--- config.mk ---
export PLATFORM = sky130hd
export DESIGN_NAME = mcu0_intc
export DESIGN_NICKNAME = d
export VERILOG_FILES = /design/src/rtl/mcu0_intc.sv
export SDC_FILE = /design/constraint.sdc
export NUM_CORES = 1
export LEC_CHECK = 0
export ABC_AREA = 1
export ABC_CLOCK_PERIOD_IN_PS = 1180
export BUFFER_PORTS_ARGS = -buffer_cell sky130_fd_sc_hd__buf_2
export CAP_MARGIN = 40
export CORE_MARGIN = 2
export CORE_UTILIZATION = 40
export CTS_BUF_LIST = sky130_fd_sc_hd__clkbuf_16
export CTS_CLUSTER_SIZE = 10
export DETAILED_ROUTE_END_ITERATION = 8
export PLACE_DENSITY = 0.69
export SLEW_MARGIN = 10
export SYNTH_ARGS = -nofsm -noshare
export SYNTH_HDL_FRONTEND = slang
export SYNTH_SLANG_ARGS = --single-unit
--- constraint.sdc ---
create_clock -name clock -period 1.18 [get_ports clock]
set_clock_uncertainty 0.15 [all_clocks]
set_input_delay 0.059 -clock clock [delete_from_list [all_inputs] [get_ports clock]]
set_output_delay 0.059 -clock clock [all_outputs]
set_load 0.01 [all_outputs]
--- src/rtl/mcu0_intc.sv ---
// rtl/mcu0_intc.sv - mcu0 programmable interrupt controller
//
// Collects seven edge-triggered sources (irq_in[7:1]), masks them, arbitrates
// and drives the core's interrupt/irq pair through an ack / eoi handshake.
// Only one interrupt is ever in service.
//
// Ports:
//   clock, reset_n        clock, asynchronous active-low reset
//   irq_in[7:0]           raw request lines, bit 0 ignored
//   ack, eoi              one-cycle pulses from the core (taken / IRET)
//   cfg_we, cfg_addr,     register write strobe, select and data
//   cfg_wdata
//   cfg_rdata             combinational read data for cfg_addr
//   interrupt, irq[2:0]   request and vector index to the core
//
// Registers: 0 MASK (R/W), 1 PEND (write-1-clear), 2 STAT, 3 reads 0.
// Build option: MCU0_INTC_ROTATE_EN selects rotating priority; when undefined
// priority is fixed with index 1 highest.

module mcu0_intc (
  input  logic       clock,
  input  logic       reset_n,
  input  logic [7:0] irq_in,
  input  logic       ack,
  input  logic       eoi,
  input  logic       cfg_we,
  input  logic [1:0] cfg_addr,
  input  logic [7:0] cfg_wdata,
  output logic [7:0] cfg_rdata,
  output logic       interrupt,
  output logic [2:0] irq
);

  typedef enum logic [1:0] {
    IDLE    = 2'd0,
    REQ     = 2'd1,
    SERVICE = 2'd2
  } state_t;

  state_t     state, state_nxt;
  logic [7:0] mask, pend, sample, prev;
  logic [7:0] eligible, edge_set, pend_clr;
  logic [2:0] insvc, insvc_nxt, winner, last_view;
  logic       ack_take;

  // Bit 0 never exists: vector 0 is the reset vector.
  assign eligible = pend & mask & 8'hFE;
  assign edge_set = sample & ~prev & 8'hFE;
  assign ack_take = (state == REQ) && ack;

`ifdef MCU0_INTC_ROTATE_EN
  logic [2:0] last;

  // k-th candidate after 'base' in the cyclic order 1..7 (0 is skipped).
  function automatic logic [2:0] rot_idx(input logic [2:0] base, input logic [2:0] k);
    logic [3:0] s;
    s = {1'b0, base} + {1'b0, k};
    if (s >= 4'd7) s = s - 4'd7;
    return s[2:0] + 3'd1;
  endfunction

  // Walk from the far end so the nearest candidate after 'last' wins.
  always_comb begin
    winner = 3'd0;
    for (int k = 6; k >= 0; k--) begin
      if (eligible[rot_idx(last, 3'(k))]) winner = rot_idx(last, 3'(k));
    end
  end

  always_ff @(posedge clock or negedge reset_n) begin
    if (!reset_n)                     last <= 3'd7;
    else if (state == SERVICE && eoi) last <= insvc;
  end

  assign last_view = last;
`else
  // Walk downward so the lowest eligible index is left in winner.
  always_comb begin
    winner = 3'd0;
    for (int i = 7; i >= 1; i--) begin
      if (eligible[i]) winner = 3'(i);
    end
  end

  assign last_view = 3'd0;
`endif

  // A new edge overrides a same-cycle clear, so pend_clr is applied first.
  always_comb begin
    pend_clr = 8'h00;
    if (cfg_we && cfg_addr == 2'd1) pend_clr = cfg_wdata;
    if (ack_take)                   pend_clr[insvc] = 1'b1;
  end

  always_ff @(posedge clock or negedge reset_n) begin
    if (!reset_n) begin
      mask   <= 8'h00;
      pend   <= 8'h00;
      sample <= 8'h00;
      prev   <= 8'h00;
    end else begin
      sample <= irq_in;
      prev   <= sample;
      pend   <= ((pend & ~pend_clr) | edge_set) & 8'hFE;
      if (cfg_we && cfg_addr == 2'd0) mask <= cfg_wdata & 8'hFE;
    end
  end

  always_ff @(posedge clock or negedge reset_n) begin
    if (!reset_n) begin
      state <= IDLE;
      insvc <= 3'd0;
    end else begin
      state <= state_nxt;
      insvc <= insvc_nxt;
    end
  end

  // Withdrawal in REQ looks at registered PEND/MASK, so a disabling write
  // drops the request one edge after it lands.
  always_comb begin
    state_nxt = state;
    insvc_nxt = insvc;
    case (state)
      IDLE: begin
        if (|eligible) begin
          insvc_nxt = winner;
          state_nxt = REQ;
        end
      end
      REQ: begin
        if (ack)                              state_nxt = SERVICE;
        else if (!(pend[insvc] & mask[insvc])) state_nxt = IDLE;
      end
      SERVICE: begin
        if (eoi) state_nxt = IDLE;
      end
      default: state_nxt = IDLE;
    endcase
  end

  assign interrupt = (state == REQ);
  assign irq       = interrupt ? insvc : 3'd0;

  always_comb begin
    cfg_rdata = 8'h00;
    case (cfg_addr)
      2'd0:    cfg_rdata = mask;
      2'd1:    cfg_rdata = pend;
      2'd2:    cfg_rdata = {state, last_view, insvc};
      default: cfg_rdata = 8'h00;
    endcase
  end

endmodule

# Word-level counts from Yosys, hierarchy flattened

Index checks and enable logic that the tools add are counted.
W data, S select, Z words.

Register bits: 35
Input port bits: 23

Order comparisons: 2
Eq/ne operators: 7
Multiplexer cells: 22
Bitwise operators: 8
Reductions and logical operators: 9

Operators by type and width:

| kind                 | number |
|---|---|
| $and A8 B8 Y8        | 3 |
| $mux W3              | 8 |
| $pmux W8 S3          | 1 |
| $mux W8              | 2 |
| $not A8 Y8           | 2 |
| $or A8 B8 Y8         | 2 |
| $mux W2              | 4 |
| $reduce_or A7 Y1     | 1 |
| $bmux W1 S3          | 2 |
| $pmux W2 S3          | 1 |
| $eq A2 B1 Y1 const B | 2 |
| $eq A2 B2 Y1 const B | 2 |
| $logic_and A1 B1 Y1  | 4 |
| $logic_not A2 Y1     | 2 |
| $lt A3 B4 Y1 const B | 1 |
| $ne A2 B2 Y1 const B | 2 |
| $demux W1 S3         | 1 |
| $ge A3 B1 Y1 const B | 1 |
| $mux W1              | 3 |
| $ne A3 B3 Y1 const B | 1 |
| $reduce_and A3 Y1    | 1 |
| $reduce_and A2 Y1    | 1 |
| $and A1 B1 Y1        | 1 |

# Logic depth before layout (Yosys ltp)

Gate-level depths: netlist of run 1.

Depth after elaboration: 9
Mapped depth: 8
Depth with buffers taken out: 8

# Worst setup path before layout of run 1

No wires, ideal clock.

Path kind: flip-flop to flip-flop
Start: register state[1]
End: register pend[2]
Library setup time: 0.130 ns
Arrival time: 0.977 ns
Data required time: 0.900 ns
Setup slack: -0.077 ns
Stages on the path, launching flop included: 7
Cell sequence: dfrtp_1 -> inv_1 -> nand2_2 -> inv_1 -> nand3_2 -> o211ai_1 -> o21ai_0

Word-level cells in the longest chain between the ends: 6

Ends and longest elaborated chain:

| item                     | line | text |
|---|---|---|
| start: declaration       | 40   | `state_t state, state_nxt;` |
| start signal: assignment | 114  | `state <= state_nxt;` |
| $eq A2 B1 Y1             | --   |  |
| net interrupt            | 30   | `output logic interrupt,` |
| $logic_and A1 B1 Y1      | 49   | `assign ack_take = (state == REQ) && ack;` |
| $mux W8                  | 92   | `if (ack_take) pend_clr[insvc] = 1'b1;` |
| $not A8 Y8               | 104  | `pend <= ((pend & ~pend_clr) \| edge_set) & 8'hFE;` |
| $and A8 B8 Y8            | 104  |  |
| $or A8 B8 Y8             | 104  |  |
| end signal: assignment   | 104  |  |
| end: declaration         | 41   | `logic [7:0] mask, pend, sample, prev;` |

The timed path passes the listed nets, and every way through them passes these cells.
A chain may end at the register's enable or synchronous reset.

# Worst setup path in the final report of run 1

Start: register state[1]
End: output irq[0]

Word-level cells in the longest chain between the ends: 2

Ends and longest elaborated chain:

| item             | line | text |
|---|---|---|
| $eq A2 B1 Y1     | 142  | `assign interrupt = (state == REQ);` |
| $mux W3          | 143  | `assign irq = interrupt ? insvc : 3'd0;` |
| end: declaration | 31   | `output logic [2:0] irq` |

No other way between the ends.

==> results.md, run 1 <==
- Clock buffer count from CTS: 5
- Sequential fraction of the synthesis area: 52.67%
- # rows: 22
- Mux contribution to synthesized area: 0%
- Worst-Margin Slew: 0.4177 ns
- Die Y: about 67 um
- Worst R2R Setup Slack: -0.25 ns
- CTS root buf: clkbuf_16
- Ys async rst share: 100.0%
- Largest family of logic cells by synthesized area: simple AND/OR/NAND/NOR gates
- Clock slew at reported path FFs: 0.06 ns
- First-pass GRT wire length: 8252 um
- RSZ-0062 raised after global routing: true
- Top Ports: 35
- DRT iter0 DRCs: 182
- Element type at the critical path end: output pin
- Sequential cell area: approximately 830 um2
- Routed vias: 1762
- Pwr dens: 2263 nW/um2
- Fin cells: 349
- Final setup vio count: 24
- # DRC: 0
- Synth Area in XOR/XNOR: 0%
- Synth Instances: 197
- Pleak: roughly 1.4 nW
- Inst Count DP: 305
- Initial antenna violation count: 0
- Reg2reg end: pend[2]
- Area leader, netlist: dfrtp_1
- Syn avg cell area: 7.958 um2
- Ant diodes: 0
- Buffers on Ports: 32
- Worst-Skew Late Latency: 0.28 ns
- Max cap viols: 0
- Post-Route WL: 5424 um
- Max Root-Sink Buffers: 2
- Via-to-Cell Ratio: 5.049
- TNS Setup: -4.238 ns
- DRT Pass-1 Iters: 4
- Largest net degree at the start of global routing: 22
- Worst rel slew slack: 72.12%
- Total GRT Usage: around a quarter
- Worst hold margin: 0.04135 ns
- Layout cells sized above 1: 47.51%
- Crit path max fanout: 3
- Fin. max-slew vios: 0
- Antenna-violating nets left: 0
- Initial Util: between 40% and 50%
- Most used DFF post-synth: dfrtp_1
- Compound-Gate Fraction of Synth Area: 12.77%
- Mapped Nets: 220
- WP data arrival: around 1.2 ns
- RD Place Congestion: 0.9507
- EDFF count, synth: 0
- Core ar.: 3716 um2
- Detail Placement HPWL: around 3100 um
- Die area: 4436 um2
- Area of the multi-input gates: 755.7 um2
- CTS tree: built
- Reg2reg path depth: 7
- GRT overflow: 0
- Worst Hold Class: input port to register
- FF+latch count, synth: 33
- Worst setup margin: -0.2720 ns
- Kind of critical path: register to output pin
- Synth Area in Simple Gates: 24.26%
- Tcrit/Tclk final: 123.1%
- Critical path origin: state[1]
- NumNets Final: ~320
- Utilization after layout: 75.12%
- Reg2reg start: state[1]
- Max frequency: 688.7 MHz
- Yosys cell types: 21
- Min cycle time layout: 1.452 ns
- Startpoint types: register
- YS warnings: 0
- Clock Sink Count: 33
- Synth top area share: 52.67%
- Worst EP required: 0.97 ns
- Final hold viol count: 0
- Htree depth: 2
- Failing checks: setup timing
- Outcome: finished with violations
- P&R area growth vs syn: 78.05%
- Fillers: 254
- Crit path to: irq[0]
- Synthesized area: 1568 um2
- Vias in the first global route: 1755
- Worst-case vdd ir drop: 1.472 mV
- Die Width: roughly 67 um
- Cell with the most instances after synthesis: nand2_1
- Adder-cell area share of the yosys netlist: 0%
- Ranking of synthesized cells by area: dfrtp_1 53%, nand2_1 12%, inv_1 8.6%
- Post-synth top cells: 52 x nand2_1, 36 x inv_1, 33 x dfrtp_1, 16 x nor2_1
- Avg WL per Cell: 15.54 um
==> cell usage in the layout, fill, tap and decap left out, types with 4 or more instances in the layout <==
master,Yosys,final
nand2_1,52,43
dfrtp_1,33,30
buf_2,0,29
buf_4,2,27
inv_1,36,24
buf_6,0,24
dlygate4sd3_1,0,17
nor2_1,16,10
a21oi_1,9,9
inv_4,0,8
inv_2,3,7
nor2_2,2,7
nand2_2,2,6
nand2_4,0,5
nand3_2,1,5
clkbuf_16,0,5
o211ai_1,4,4
o21ai_1,1,4
o22ai_1,7,4
nand3_1,9,4
==> registers in the layout, indices dropped and copies added (netlist names) <==
signal  count
state       2
pend        7
prev        7
sample      7
insvc       3
mask        7
==> kinds of logic (layout without fill, tap and decap cells) <==
group | Yosys count | count (layout)
buf+inv | 41 | 145
simple gates | 90 | 90
compound gates | 33 | 33
flops | 33 | 33
==> repair_timing <==
item / CTS / global route
cloned: 0 / 0
buffers inserted: 16 / 4
setup endpoints to repair: 22 / 24
pin swaps: 16 / 10
hold endpoints to repair: 55 / 0
hold buffers: 17 / 0
gates resized for setup: 53 / 33
==> layout make-up <==
cell class | count | share of cell area, %
timing repair buffer | 98 | 28.96
tap | 48 | 2.151
inverter | 39 | 5.961
clock buffer | 5 | 4.482
multi-input combinational | 123 | 27.07
sequential | 33 | 29.72
clock inverter | 3 | 1.658
==> worst max-delay path, cell delays in order, from the launching register on <==
cell and delay, ns:
dfrtp_1 0.40, inv_2 0.09, nand2_4 0.07, inv_4 0.10
nand2_4 0.06, buf_6 0.11, inv_4 0.04, buf_6 0.09
==> stage by stage <==
step                      setup WS (ns)  instance area [um2]  power, mW
after floorplan                0.009971                 1568      2.516
after global placement          -0.2763                 2011      3.432
after detailed placement        -0.2523                 2011      3.446
after CTS                       -0.2192                 2651      5.727
after global routing            -0.3031                 2791      6.616
final                           -0.2720                 2791      6.316
==> routing by layer <==
| metal | vias to the layer above | share of wire (%) | track usage [%] |
|---|---|---|---|
| met5 | - | 0 | 0 |
| met4 | 0 | 2.9 | 10.20 |
| met3 | 17 | 6.2 | 5.912 |
| met2 | 80 | 49 | 44.88 |
| met1 | 823 | 42 | 31.73 |
| li1 | 842 | - | - |
==> report_power, final <==
group	total, mW	switching (mW)	internal [mW]
Combinational	3.25	1.68	1.57
Clock	1.49	0.490	0.998
Sequential	1.57	0.213	1.36
==> how the worst min path moves through the flow <==
stage / startpoint / endpoint / depth (start not counted)
2_1_floorplan: reset_n / insvc[0] / 0
3_3_place_gp: reset_n / insvc[1] / 1
3_5_place_dp: reset_n / state[1] / 1
4_1_cts: cfg_we / pend[1] / 4
5_1_grt: cfg_we / pend[1] / 4
6_report: cfg_we / pend[1] / 4
(Power assumes the default switching activity.)
==> inputs of run 2 (changes only) <==
--- a/config.mk
+++ b/config.mk
@@ -5,7 +5,6 @@
 export SDC_FILE = /design/constraint.sdc
 export NUM_CORES = 1
 export LEC_CHECK = 0
-export ABC_AREA = 1
 export ABC_CLOCK_PERIOD_IN_PS = 1180
 export BUFFER_PORTS_ARGS = -buffer_cell sky130_fd_sc_hd__buf_2
 export CAP_MARGIN = 40
==> results.md, run 2 <==
- Outcome: finished with violations
- Failing checks: setup timing
- Htree depth: 2
- Delay-heaviest family, CP: compound AO/OA/AOI/OAI gates
- Sequential cell area: 828.3 um2
- Kind of critical path: register to register
- Synthesized area: around 1600 um2
- Post-synth top cells: 33 x dfrtp_1, 23 x nand2_1, 11 x inv_1, 9 x mux2_2, 9 x o21ai_0
- Total power draw: 5.759 mW
- Layout cells sized above 1: 50.41%
- Worst-Skew Late Latency: 0.28 ns
- Post-Layout Inst Area: approximately 2600 um2
- Buffers on Ports: 32
- Hold_sp: ack
- Worst setup margin: -0.3033 ns
- First-pass GRT wire length: about 7800 um
- Ant diodes: 0
- Reg2reg start: pend[2]
- Largest net degree at the start of global routing: 34
- Yosys cell types: 36
- Commonest non-fill, non-tap cells in the layout: 31 x dfrtp_1, 30 x buf_4, 27 x buf_2
- Final hold viol count: 0
- Area of the multi-input gates: 759.5 um2
- TNS Setup: -4.832 ns
- WP buf/inv: 0
- GRT overflow: 0
- Inst Count DP: ~250
- Worst rel slew slack: 76.46%
- Die Width: 66.58 um
- Worst-Margin Slew: 0.3524 ns
- Syn avg cell area: 10.73 um2
- Post-DP Area: slightly above 2000 um2
- Initial antenna violation count: 0
- Clock buffer count from CTS: 5
- Most used DFF post-synth: dfrtp_1
- Worst Hold Class: input port to register
- Mapped Nets: 169
- Synth Instances: 146
- Antenna-violating nets left: 0
- CP peak stage delay: ~0.39 ns
- Pleak: 1.262 nW
- Ys async rst share: 100.0%
- Ranking of synthesized cells by area: dfrtp_1 53%, mux2_2 6.5%, nand2_1 5.5%
- DRT iter0 DRCs: 157
- Total GRT Usage: between 20% and 30%
- Critical-path top delay cell: dfrtp_1
- # DRC: 0
- Top Ports: 35
- Critical path origin: pend[2]
- Initial Util: 42.15%
- Max Root-Sink Buffers: 2
- NumNets Final: 266
- Fin. max-slew vios: 0
- Most common cell after layout, fill and taps aside: dfrtp_1
- FF+latch count, synth: 33
- EDFF count, synth: 0
- Final setup vio count: 23
- Post-Route WL: about 5000 um
- YS warnings: 0
- Crit path max fanout: 2
- CTS tree: built
- Die area: 4433 um2
- Via-to-Cell Ratio: 5.366
- Worst EP required: about 1.2 ns
- RSZ-0062 raised after global routing: true
- Vias in the first global route: ~1600
- Pwr dens: 2186 nW/um2
- CTS root buf: clkbuf_16
- Cell with the most instances after synthesis: dfrtp_1
- Element type at the critical path end: register
- Startpoint types: register
- Clock slew at reported path FFs: around 0.050 ns
- DRT Pass-1 Iters: 4
- Worst-case vdd ir drop: around 1.3 mV
- Area leader, netlist: dfrtp_1
- Fillers: 242
- Clock Sink Count: 33
- Core ar.: 3716 um2
- Max frequency: 674.2 MHz
- P&R area growth vs syn: 68.21%
- Fin cells: 292
- Routed vias: 1567
- Tcrit/Tclk final: 125.7%
- Die Y: 66.58 um
- RD Place Congestion: just under 0.9
- # rows: 22
- Detail Placement HPWL: roughly 3100 um
- Sequential fraction of the synthesis area: a little over half
- WP data arrival: 1.50 ns
- Avg WL per Cell: 17.04 um
- Min cycle time layout: 1.483 ns
- Utilization after layout: 70.91%
- Synth top area share: 52.72%
- Critical Path, Cell by Cell: a22oi_2 > nand2_1 > o21ai_2 > mux2_4
- Max cap viols: 0
-- run 2: cell type report --
| type | count | area share, % |
|---|---|---|
| Inverter | 11 | 1.567 |
| Clock buffer | 5 | 4.748 |
| Timing Repair Buffer | 97 | 30.63 |
| Tap cell | 48 | 2.279 |
| Sequential cell | 33 | 31.43 |
| Clock inverter | 3 | 0.5223 |
| Multi-Input combinational cell | 95 | 28.82 |
-- run 2: kinds of logic (layout without fill, tap and decap cells) --
family                 after synthesis  after routing  synth area share (%)
AND/OR/NAND/NOR                     43             43                 14.22
AO/OA/AOI/OAI                       35             35                 15.42
flip-flops                          33             33                 52.72
buffers and inverters               18            116                 6.070
multiplexers                        17             17                 11.58
-- run 2: report_power, final --
part / switching, mW / total [mW] / internal, mW
combinational: 1.34 / 2.96 / 1.62
sequential: 0.209 / 1.58 / 1.37
clock: 0.459 / 1.22 / 0.764
total: 2.00 / 5.76 / 3.76
-- run 2: final timing paths --
path | to | cells after the start | slack, ns
worst min register to register | prev[7] | 0 | 0.22
min in group asynchronous | sample[2] | 3 | 0.11
worst max-delay path | insvc[0] | 4 | -0.30
worst min-delay path | state[0] | 4 | 0.05
max in group asynchronous | insvc[2] | 3 | 0.58
worst max register to register | insvc[0] | 4 | -0.30
-- run 2: worst reg2reg max path, stage by stage, from the launching register on --
cell and delay [ns]:
dfrtp_1 0.39, a22oi_2 0.22, nand2_1 0.11, o21ai_2 0.19
mux2_4 0.31
-- run 2: stage by stage --
stage / setup WS [ns] / hold slack, ns
6_report: -0.3033 / 0.05026
5_1_grt: -0.3522 / 0.08153
4_1_cts: -0.2810 / 0.04490
3_5_place_dp: -0.3096 / -0.1205
3_3_place_gp: -0.2447 / -0.1243
2_1_floorplan: -0.2626 / -0.3866
-- run 2: metal layers --
metal | global-route usage [%] | routed length [um]
met1 | 27.11 | 1932
met2 | 40.75 | 2580
met3 | 7.264 | 252
met4 | 17.60 | 210
met5 | 0 | 0
-- run 2: repair_timing --
action | CTS | global route
hold endpoints to repair | 54 | 0
pin swaps | 10 | 11
resized for setup | 32 | 13
hold buffers | 17 | 0
setup buffers | 9 | 4
endpoints found under the setup margin | 23 | 24
==> inputs of run 3 (changes only) <==
--- a/config.mk
+++ b/config.mk
@@ -14,7 +14,9 @@
 export CTS_CLUSTER_SIZE = 10
 export DETAILED_ROUTE_END_ITERATION = 8
 export PLACE_DENSITY = 0.69
+export SETUP_SLACK_MARGIN = 0.1
 export SLEW_MARGIN = 10
 export SYNTH_ARGS = -nofsm -noshare
 export SYNTH_HDL_FRONTEND = slang
 export SYNTH_SLANG_ARGS = --single-unit
+export TNS_END_PERCENT = 20
==> results.md, run 3 (synthesis gave the netlist of run 2 again) <==
- Critical-path top delay cell: dfrtp_1
- Reg2reg end: pend[3]
- Clock slew at reported path FFs: 0.05 ns
- Most used cell, CP: buf_6
- Avg WL per Cell: 15.38 um
- Worst rel slew slack: between 70% and 80%
- Htree depth: 2
- Post-Route WL: 4323 um
- Area of the multi-input gates: ~730 um2
- Top Ports: 35
- Tcrit/Tclk final: 127.6%
- Post-Layout Inst Area: around 2500 um2
- RSZ-0062 raised after global routing: true
- Outcome: finished with violations
- Max Root-Sink Buffers: 2
- Worst setup margin: -0.3257 ns
- Total power draw: 5.408 mW
- Antenna-violating nets left: 0
- Total GRT Usage: 22.01%
- Crit path max fanout: 6
- Worst EP required: approximately 0.97 ns
- GRT overflow: 0
- Reg2reg start: state[0]
- Worst R2R Setup Slack: -0.30 ns
- Fillers: 286
- WP data arrival: 1.30 ns
- Worst-Margin Slew: approximately 0.38 ns
- Largest net degree at the start of global routing: 22
- Die Width: ~67 um
- Element type at the critical path end: output pin
- Core ar.: approximately 3700 um2
- Min cycle time layout: 1.506 ns
- Startpoint types: register
- DRT iter0 DRCs: 60
- Vias in the first global route: roughly 1500
- Failing checks: setup timing
- First-pass GRT wire length: about 7100 um
- Routed vias: ~1500
- Kind of critical path: register to output pin
- Clock Sink Count: 33
- Max cap viols: 0
- Pwr dens: 2144 nW/um2
- P&R area growth vs syn: 61.02%
- # rows: 22
- CTS root buf: clkbuf_16
- Buffers on Ports: 32
- Ant diodes: 0
- Initial Util: 42.15%
- Commonest non-fill, non-tap cells in the layout: 31 x dfrtp_1, 28 x buf_2, 22 x nand2_1
- Fin. max-slew vios: 0
- Worst Hold Class: input port to register
- Delay-heaviest family, CP: flip-flops
- Critical path depth in cells: 5
- Die area: 4433 um2
- CP peak stage delay: about 0.37 ns
- Max frequency: 664.1 MHz
- WP buf/inv: 3
- Utilization after layout: approximately two thirds
- Initial antenna violation count: 0
- Detail Placement HPWL: 3131 um
- NumNets Final: 256
- Worst-Skew Late Latency: 0.27 ns
- Final setup vio count: 24
- Sequential cell area: 828.3 um2
- # DRC: 0
- Die Y: 66.58 um
- Final hold viol count: 0
- DRT Pass-1 Iters: 4
- Critical path origin: state[0]
- Post-DP Area: 2039 um2
- Critical Path, Cell by Cell: nor2b_1 > buf_4 > and2_4 > buf_6 > buf_6
- Layout cells sized above 1: 45.92%
- Crit path to: irq[1]
- CTS tree: built
- Reg2reg path depth: 6
- Pleak: approximately 1.2 nW
- Clock buffer count from CTS: 5
- Most common cell after layout, fill and taps aside: dfrtp_1
- RD Place Congestion: about 0.94
- Pre-CTS WS: -0.3113 ns
- Worst-case vdd ir drop: slightly above 1 mV
- Via-to-Cell Ratio: approximately 5.2
==> run 3: changes by cell type in the layout (fill, tap and decap cells not counted), moves of 2 or more <==
cell      change
buf_4        -10
nand2_1       +4
clkinv_2      -2
o21ai_0       +2
o21ai_1       -2
nand2_2       -3
==> run 3: cell type report <==
| class | count | share of cell area, % |
|---|---|---|
| flip-flops and latches | 33 | 32.84 |
| multi-input cells | 95 | 29.12 |
| repair buffers | 87 | 28.77 |
| clock buffers | 5 | 4.960 |
| well taps | 48 | 2.381 |
| inverters | 11 | 1.637 |
| clock inverters | 2 | 0.2976 |
==> run 3: per-stage QoR <==
stage	cells	TNS, ns	hold WS [ns]
finish	281	-4.863	0.06486
global route	281	-6.283	0.07592
CTS	281	-5.165	0.03823
detailed placement	254	-2.555	-0.1672
global placement	254	-1.915	-0.1800
floorplan	146	-1.246	-0.3866
==> run 3: worst min path at each step <==
stage	startpoint	slack, ns	depth (start not counted)	to
global placement	reset_n	-0.18	1	state[1]
global route	ack	0.08	4	pend[2]
CTS	ack	0.04	4	state[0]
detailed placement	reset_n	-0.17	1	state[1]
floorplan	reset_n	-0.39	0	insvc[0]
finish	ack	0.06	4	pend[2]
==> run 3: worst min-delay path: stages <==
cell      delay (ns)
buf_2           0.14
nand2b_4        0.10
nor3b_4         0.05
o22ai_2         0.09
==> run 3: routing by layer <==
layer  share of wire (%)  vias to the layer above  track usage (%)
met1                  43                      720            27.50
met3                 3.9                        6            5.912
met4                 1.6                        0            9.184
met5                   0                        -                0
li1                    -                      688                -
met2                  51                       37            35.88
==> run 3: what timing repair did <==
item | in CTS | in global routing
hold endpoints to repair | 55 | 0
resized for setup | 26 | 17
setup endpoints to repair | 24 | 26
pin swaps | 6 | 2
hold buffers | 17 | 0
setup buffers | 3 | 0
==> run 3: report_power, final <==
part	internal (mW)	leakage, nW	switching [mW]
clock	0.752	0.0685	0.424
sequential	1.37	0.373	0.238
combinational	1.49	0.760	1.14
total	3.61	1.20	1.80
